### src/rtl/friscv_pkg.sv
// rtl/friscv_pkg.sv - FRiscV shared types: sequencer states and base opcodes
//
// Purpose: state encoding for the multi-cycle sequencer plus the opcode
// constants the sequencer needs to classify the instruction register.
// No ports (package).

package friscv_pkg;

   typedef enum logic [2:0] {
      FETCH      = 3'd0,
      FETCH_WAIT = 3'd1,
      DECODE     = 3'd2,
      EXECUTE    = 3'd3,
      MEM        = 3'd4,
      MEM_WAIT   = 3'd5,
      WRITEBACK  = 3'd6,
      TRAP       = 3'd7
   } seq_state_t;

   localparam logic [6:0] OP_REG       = 7'b0110011;
   localparam logic [6:0] OP_IMM_ARITH = 7'b0010011;
   localparam logic [6:0] OP_IMM_LOAD  = 7'b0000011;
   localparam logic [6:0] OP_STORE     = 7'b0100011;
   localparam logic [6:0] OP_BRANCH    = 7'b1100011;
   localparam logic [6:0] OP_JUMP      = 7'b1101111;

   function automatic logic is_legal_op(input logic [6:0] op);
      case (op)
         OP_REG, OP_IMM_ARITH, OP_IMM_LOAD,
         OP_STORE, OP_BRANCH, OP_JUMP: return 1'b1;
         default:                      return 1'b0;
      endcase
   endfunction

endpackage

### src/rtl/mem_wdog.sv
// rtl/mem_wdog.sv - memory handshake watchdog counter
//
// Purpose: counts cycles spent waiting for a memory event and flags the
// last permitted wait cycle. LIMIT = 0 disables expiry.
// Ports:
//   clk_i      clock, rising edge
//   rst_n_i    asynchronous active-low reset
//   clear_i    return the count to zero
//   count_i    one more cycle waited without the awaited event
//   expired_o  this is the LIMIT-th waiting cycle (no further waits allowed)

module mem_wdog #(
   parameter int unsigned LIMIT = 16
) (
   input  logic clk_i,
   input  logic rst_n_i,
   input  logic clear_i,
   input  logic count_i,
   output logic expired_o
);

   localparam int unsigned W    = (LIMIT > 1) ? $clog2(LIMIT) : 1;
   localparam int unsigned LAST = (LIMIT == 0) ? 0 : LIMIT - 1;

   logic [W-1:0] cnt_q, cnt_d;

   // The count equals the number of waits already elapsed, so the cycle on
   // which it reads LIMIT-1 is the LIMIT-th wait: the caller traps unless the
   // awaited event shows up in that same cycle.
   assign expired_o = (LIMIT != 0) && (cnt_q == W'(LAST));

   always_comb begin
      cnt_d = cnt_q;
      if (clear_i) begin
         cnt_d = '0;
      end else if (count_i && (LIMIT != 0) && !expired_o) begin
         cnt_d = cnt_q + 1'b1;
      end
   end

   always_ff @(posedge clk_i or negedge rst_n_i) begin
      if (!rst_n_i) begin
         cnt_q <= '0;
      end else begin
         cnt_q <= cnt_d;
      end
   end

endmodule

### src/rtl/multicycle_sequencer.sv
// rtl/multicycle_sequencer.sv - FRiscV multi-cycle datapath sequencer
//
// Purpose: steps FETCH..WRITEBACK over one shared instr/data memory port,
// issuing datapath enables and memory handshakes; traps on an illegal
// opcode or a memory timeout. Optional perf counters: FRISCV_PERF_CNT_EN.
// Ports:
//   clk_in, rst_n_in          clock / async active-low reset
//   op_code_in, zero_in       IR opcode field, ALU zero flag
//   halt_in                   hold in FETCH without requesting
//   mem_gnt_in, mem_rvalid_in memory accept / read data valid
//   mem_req_out, mem_we_out, mem_addr_sel_out   memory request controls
//   ir_write_out, pc_write_out, pc_src_out, reg_write_out   datapath enables
//   instr_retired_out         one pulse per completed instruction
//   trap_out                  sticky trap indication
//   state_out                 current state (debug)
//   cycle_cnt_out, instret_cnt_out   perf counters (FRISCV_PERF_CNT_EN)

import friscv_pkg::*;

module multicycle_sequencer #(
   parameter int unsigned MEM_TIMEOUT = 16,
   parameter int unsigned CNT_W       = 32
) (
   input  logic             clk_in,
   input  logic             rst_n_in,
   input  logic [6:0]       op_code_in,
   input  logic             zero_in,
   input  logic             halt_in,
   input  logic             mem_gnt_in,
   input  logic             mem_rvalid_in,
   output logic             mem_req_out,
   output logic             mem_we_out,
   output logic             mem_addr_sel_out,
   output logic             ir_write_out,
   output logic             pc_write_out,
   output logic             pc_src_out,
   output logic             reg_write_out,
   output logic             instr_retired_out,
   output logic             trap_out,
`ifdef FRISCV_PERF_CNT_EN
   output logic [CNT_W-1:0] cycle_cnt_out,
   output logic [CNT_W-1:0] instret_cnt_out,
`endif
   output logic [2:0]       state_out
);

   seq_state_t state_q, state_d;
   logic       req, we, addr_sel, ir_write, pc_write, pc_src, reg_write, retire;
   logic       wd_count, wd_expired;

   // Counts only while stalled in a request/wait state; every other cycle
   // (state change, halted FETCH, non-memory states) clears it, which gives
   // the clear-on-entry behaviour for free.
   mem_wdog #(.LIMIT(MEM_TIMEOUT)) u_wdog (
      .clk_i     (clk_in),
      .rst_n_i   (rst_n_in),
      .clear_i   (!wd_count),
      .count_i   (wd_count),
      .expired_o (wd_expired)
   );

   always_ff @(posedge clk_in or negedge rst_n_in) begin
      if (!rst_n_in) begin
         state_q <= FETCH;
      end else begin
         state_q <= state_d;
      end
   end

   always_comb begin
      state_d   = state_q;
      req       = 1'b0;
      we        = 1'b0;
      addr_sel  = 1'b0;
      ir_write  = 1'b0;
      pc_write  = 1'b0;
      pc_src    = 1'b0;
      reg_write = 1'b0;
      retire    = 1'b0;
      wd_count  = 1'b0;
      case (state_q)
         FETCH: begin
            if (!halt_in) begin
               req = 1'b1;
               if (mem_gnt_in)      state_d = FETCH_WAIT;
               else if (wd_expired) state_d = TRAP;
               else                 wd_count = 1'b1;
            end
         end
         FETCH_WAIT: begin
            if (mem_rvalid_in) begin
               ir_write = 1'b1;
               state_d  = DECODE;
            end else if (wd_expired) begin
               state_d = TRAP;
            end else begin
               wd_count = 1'b1;
            end
         end
         DECODE: begin
            state_d = is_legal_op(op_code_in) ? EXECUTE : TRAP;
         end
         EXECUTE: begin
            case (op_code_in)
               OP_BRANCH: begin
                  pc_write = 1'b1;
                  pc_src   = zero_in;
                  retire   = 1'b1;
                  state_d  = FETCH;
               end
               OP_IMM_LOAD, OP_STORE: state_d = MEM;
               default:               state_d = WRITEBACK;
            endcase
         end
         MEM: begin
            req      = 1'b1;
            addr_sel = 1'b1;
            we       = (op_code_in == OP_STORE);
            if (mem_gnt_in) begin
               if (op_code_in == OP_STORE) begin
                  // A store has nothing to write back, so it retires on grant.
                  pc_write = 1'b1;
                  retire   = 1'b1;
                  state_d  = FETCH;
               end else begin
                  state_d = MEM_WAIT;
               end
            end else if (wd_expired) begin
               state_d = TRAP;
            end else begin
               wd_count = 1'b1;
            end
         end
         MEM_WAIT: begin
            if (mem_rvalid_in)   state_d = WRITEBACK;
            else if (wd_expired) state_d = TRAP;
            else                 wd_count = 1'b1;
         end
         WRITEBACK: begin
            reg_write = 1'b1;
            pc_write  = 1'b1;
            pc_src    = (op_code_in == OP_JUMP);
            retire    = 1'b1;
            state_d   = FETCH;
         end
         default: begin
            state_d = TRAP;
         end
      endcase
   end

   // Reset also forces the Moore outputs low, otherwise FETCH would raise a
   // request while reset is still held.
   assign mem_req_out       = rst_n_in & req;
   assign mem_we_out        = rst_n_in & we;
   assign mem_addr_sel_out  = rst_n_in & addr_sel;
   assign ir_write_out      = rst_n_in & ir_write;
   assign pc_write_out      = rst_n_in & pc_write;
   assign pc_src_out        = rst_n_in & pc_src;
   assign reg_write_out     = rst_n_in & reg_write;
   assign instr_retired_out = rst_n_in & retire;
   assign trap_out          = rst_n_in & (state_q == TRAP);
   assign state_out         = state_q;

`ifdef FRISCV_PERF_CNT_EN
   logic [CNT_W-1:0] cycle_cnt_q, instret_cnt_q;

   always_ff @(posedge clk_in or negedge rst_n_in) begin
      if (!rst_n_in) begin
         cycle_cnt_q   <= '0;
         instret_cnt_q <= '0;
      end else begin
         if (state_q != TRAP) cycle_cnt_q <= cycle_cnt_q + 1'b1;
         if (retire)          instret_cnt_q <= instret_cnt_q + 1'b1;
      end
   end

   assign cycle_cnt_out   = cycle_cnt_q;
   assign instret_cnt_out = instret_cnt_q;
`endif

endmodule

### config.mk
export PLATFORM = sky130hd
export DESIGN_NAME = multicycle_sequencer
export DESIGN_NICKNAME = d
export VERILOG_FILES = /design/src/rtl/friscv_pkg.sv /design/src/rtl/mem_wdog.sv /design/src/rtl/multicycle_sequencer.sv
export SDC_FILE = /design/constraint.sdc
export NUM_CORES = 1
export LEC_CHECK = 0
export CAP_MARGIN = 25
export CELL_PAD_IN_SITES_DETAIL_PLACEMENT = 1
export CELL_PAD_IN_SITES_GLOBAL_PLACEMENT = 2
export CORE_MARGIN = 2
export CORE_UTILIZATION = 24
export CTS_CLUSTER_SIZE = 30
export DETAILED_ROUTE_END_ITERATION = 10
export GPL_ROUTABILITY_DRIVEN = 0
export PLACE_DENSITY = 0.84
export SETUP_SLACK_MARGIN = 0.2
export SYNTH_ARGS = -nofsm -noshare
export SYNTH_HDL_FRONTEND = slang
export SYNTH_SLANG_ARGS = --single-unit
### constraint.sdc
create_clock -name clk_in -period 4.89 [get_ports clk_in]
set_clock_uncertainty 0.15 [all_clocks]
set_input_delay 0.7335 -clock clk_in [delete_from_list [all_inputs] [get_ports clk_in]]
set_output_delay 0.7335 -clock clk_in [all_outputs]
set_load 0.01 [all_outputs]
==> metrics <==
Worst path slowest cell=clkdlybuf4s50_1; worst-margin pin slew=just under 0.5 ns; area grow syn2layout=43.8%; Nets=116; Crit path max-delay family=buffers and inverters; commonest non-fill, non-tap cell in the layout=clkdlybuf4s50_1; clock root buffer=clkbuf_4; fin area=891 sq um; Top Ports=25; Filler cells=301; CTS tree=built; share of cells above drive strength 1=0.0594; Starting Density=0.252; synth unique cells=38; Max clock buf depth=2; I/O Buffers=24; Largest stage delay, worst path=around 0.57 ns; core area=0.00245 sq mm; critical-path cell list=clkdlybuf4s50_1, nand4bb_4, nor4b_1, nand2_1, a21boi_1, clkdlybuf4s50_1; fin crit share=0.733; Adder-Cell Fraction of Synth Area=0.0202; antenna diode count=0; area post-placement=~860 sq um; Critical R2R Launch=state_out[0]$_DFFE_PN0P_; vias in the first global route=642; Syn Std Cell Area=619 sq um; Post-Synth Simple-Gate Area=0.398; LEAKAGE=0.336 nW; Post-route DRC=0; sequential fraction of the synthesis area=0.283; PnR worst setup slack=1.31 ns; All-Layer GR Usage=0.133; GRT overflow=0; Hold WS=0.369 ns; Worst-path clk slew=0.05 ns; syn nets=92; hold depth=1; largest family of logic cells by synthesized area=simple AND/OR/NAND/NOR gates; pre-CTS setup slack=1.31 ns; register bit total from synthesis=7; CP required=between 4 and 5 ns; unrepaired setup endpoints after global routing=no; Mean Syn Cell Area=between 7 and 8 sq um; top cells by area, synth=dfrtp_1, nor2_1, nand4bb_4; R2R cell count=4; M2 GR Usage=0.224; Crit Path Class=input port to output port; final hold violation count=0; grt met1 use=0.167; Initial DRC Count=8; XOR/XNOR share of the synthesized area=0.0141; Avg WL per Cell=approximately 13 um; Vias/cell=approximately 5; f_max=279 MHz; maximum VDD drop=about 0.24 mV; fin crit period=roughly 3.6 ns; Setup Viol. Count Final=0; top cell type's share of synthesized area=0.283; Synth Area in Compound Gates=0.202; Worst setup EP type=output port; PwrDens=406 mW/mm^2; Worst Setup SP=op_code_in[3]; Final Total Pwr=about 0.36 mW; sum of buffers and inverters on the critical path=2; die extent in x=54.8 um; max-slew violations=0; Pre-Repair DR Iteration Count=4; Std-Cell Rows=18; Post-CTS Resized=0; largest net degree at the start of global routing=16; worst min-delay path class=register to register; first-pass GRT wire length=2.86 mm; critical path fanouts, max=5; cell taking the most area after synthesis=dfrtp_1; Yosys Warn Count=0; CP arrival=2.70 ns; Fin Setup TNS=0 ns; total length of routed wires=1.76 mm; full die area=0.00300 sq mm; Num CTS Buffers=3; post-route ant nets=0; Clock Sinks=7; mux contribution to synthesized area=0; Mapped Cells=78; Rel. slew slack=0.675; Post-CTS Setup Bufs=0; run status=completed; beginning of the worst hold path=u_wdog.cnt_q[0]$_DFFE_PN0P_; most frequent cells in the layout=clkdlybuf4s50_1, nor2_1, dfrtp_1; clock latency on the worst-skew pair=0.26 ns; FF-to-FF setup slack=3.11 ns; Hold Path End=u_wdog.cnt_q[0]$_DFFE_PN0P_; CP startpoint kind=input port; initial antenna violation count=0; Die H=approximately 55 um; Vias=654; CTS H-Tree Depth=1; M3 GR Usage=0.0464; Most common cell on crit path=clkdlybuf4s50_1; max cap viols=0; grt peak-use layer=met2; DP HPWL=1.42 mm; Hold Buf Count CTS=0; FF-to-FF End=state_out[1]$_DFFE_PN0P_
==> cell type report <==
class                           instances  area [sq um]  share of cell area
Tap cell                               30          37.5              0.0421
Sequential cell                         7           175               0.197
Multi-Input combinational cell         61           393               0.441
Inverter                                5          18.8              0.0211
Clock buffer                            4          26.3              0.0295
Timing Repair Buffer                   24           240               0.270
==> per-stage QoR <==
stage                     utilization  std cells
after floorplan                     -         78
after global placement          0.352        127
after detailed placement        0.352        127
after CTS                       0.363        131
after global routing            0.363        131
final                           0.363        131
==> registers in the layout, indices dropped and copies added, names as in the netlist <==
signal,count
state_out,3
u_wdog.cnt_q,4
==> per-layer routing <==
metal  vias up  part of all wire
li1        329                 -
met1       306              0.46
met2        19              0.50
met3         0             0.048
met4         0                 0
met5         -                 0
==> kinds of logic (layout without fill, tap and decap cells) <==
group	after synthesis	after routing
AOI/OAI and AO/OA	19	19
xor gates and xnor gates	1	1
adders and majority gates	1	1
buffers and inverters	10	33
DFF	7	7
and+or+nand+nor	40	40
==> how the worst max path moves through the flow <==
stage	endpoint	slack (ns)	cells after the start
after global placement	pc_src_out	1.34	6
after CTS	instr_retired_out	1.29	6
final	instr_retired_out	1.31	6
after global routing	instr_retired_out	1.15	6
after floorplan	pc_write_out	2.19	5
after detailed placement	instr_retired_out	1.31	6
==> worst register-to-register path: cells and delay by family, from the launching register on <==
family	cells	cell delay, ns
DFF	1	0.57
AOI/OAI and AO/OA	2	0.65
and+or+nand+nor	2	0.29
==> report_power, final <==
group / internal [mW] / switching (mW)
registers: 0.0776 / 0.0458
logic: 0.0997 / 0.0836
clock network: 0.0313 / 0.0237
total: 0.209 / 0.153
==> synthesized netlist by cell type, drive strengths merged <==
cell type	n
a2111oi	1
a211oi	1
a21boi	1
a21o	1
a21oi	4
a31o	1
a32oi	1
and2b	1
and3	3
buf	4
clkbuf	1
dfrtp	7
ha	1
inv	5
nand2	4
nand2b	3
nand3	2
nand3b	1
nand4b	1
nand4bb	1
nor2	12
nor2b	1
nor3	3
nor3b	2
nor4	1
nor4b	3
o211ai	1
o21ai	6
o311a	1
o311ai	1
or2	1
or4	1
xnor2	1
Power figures use the tool's default switching activity.
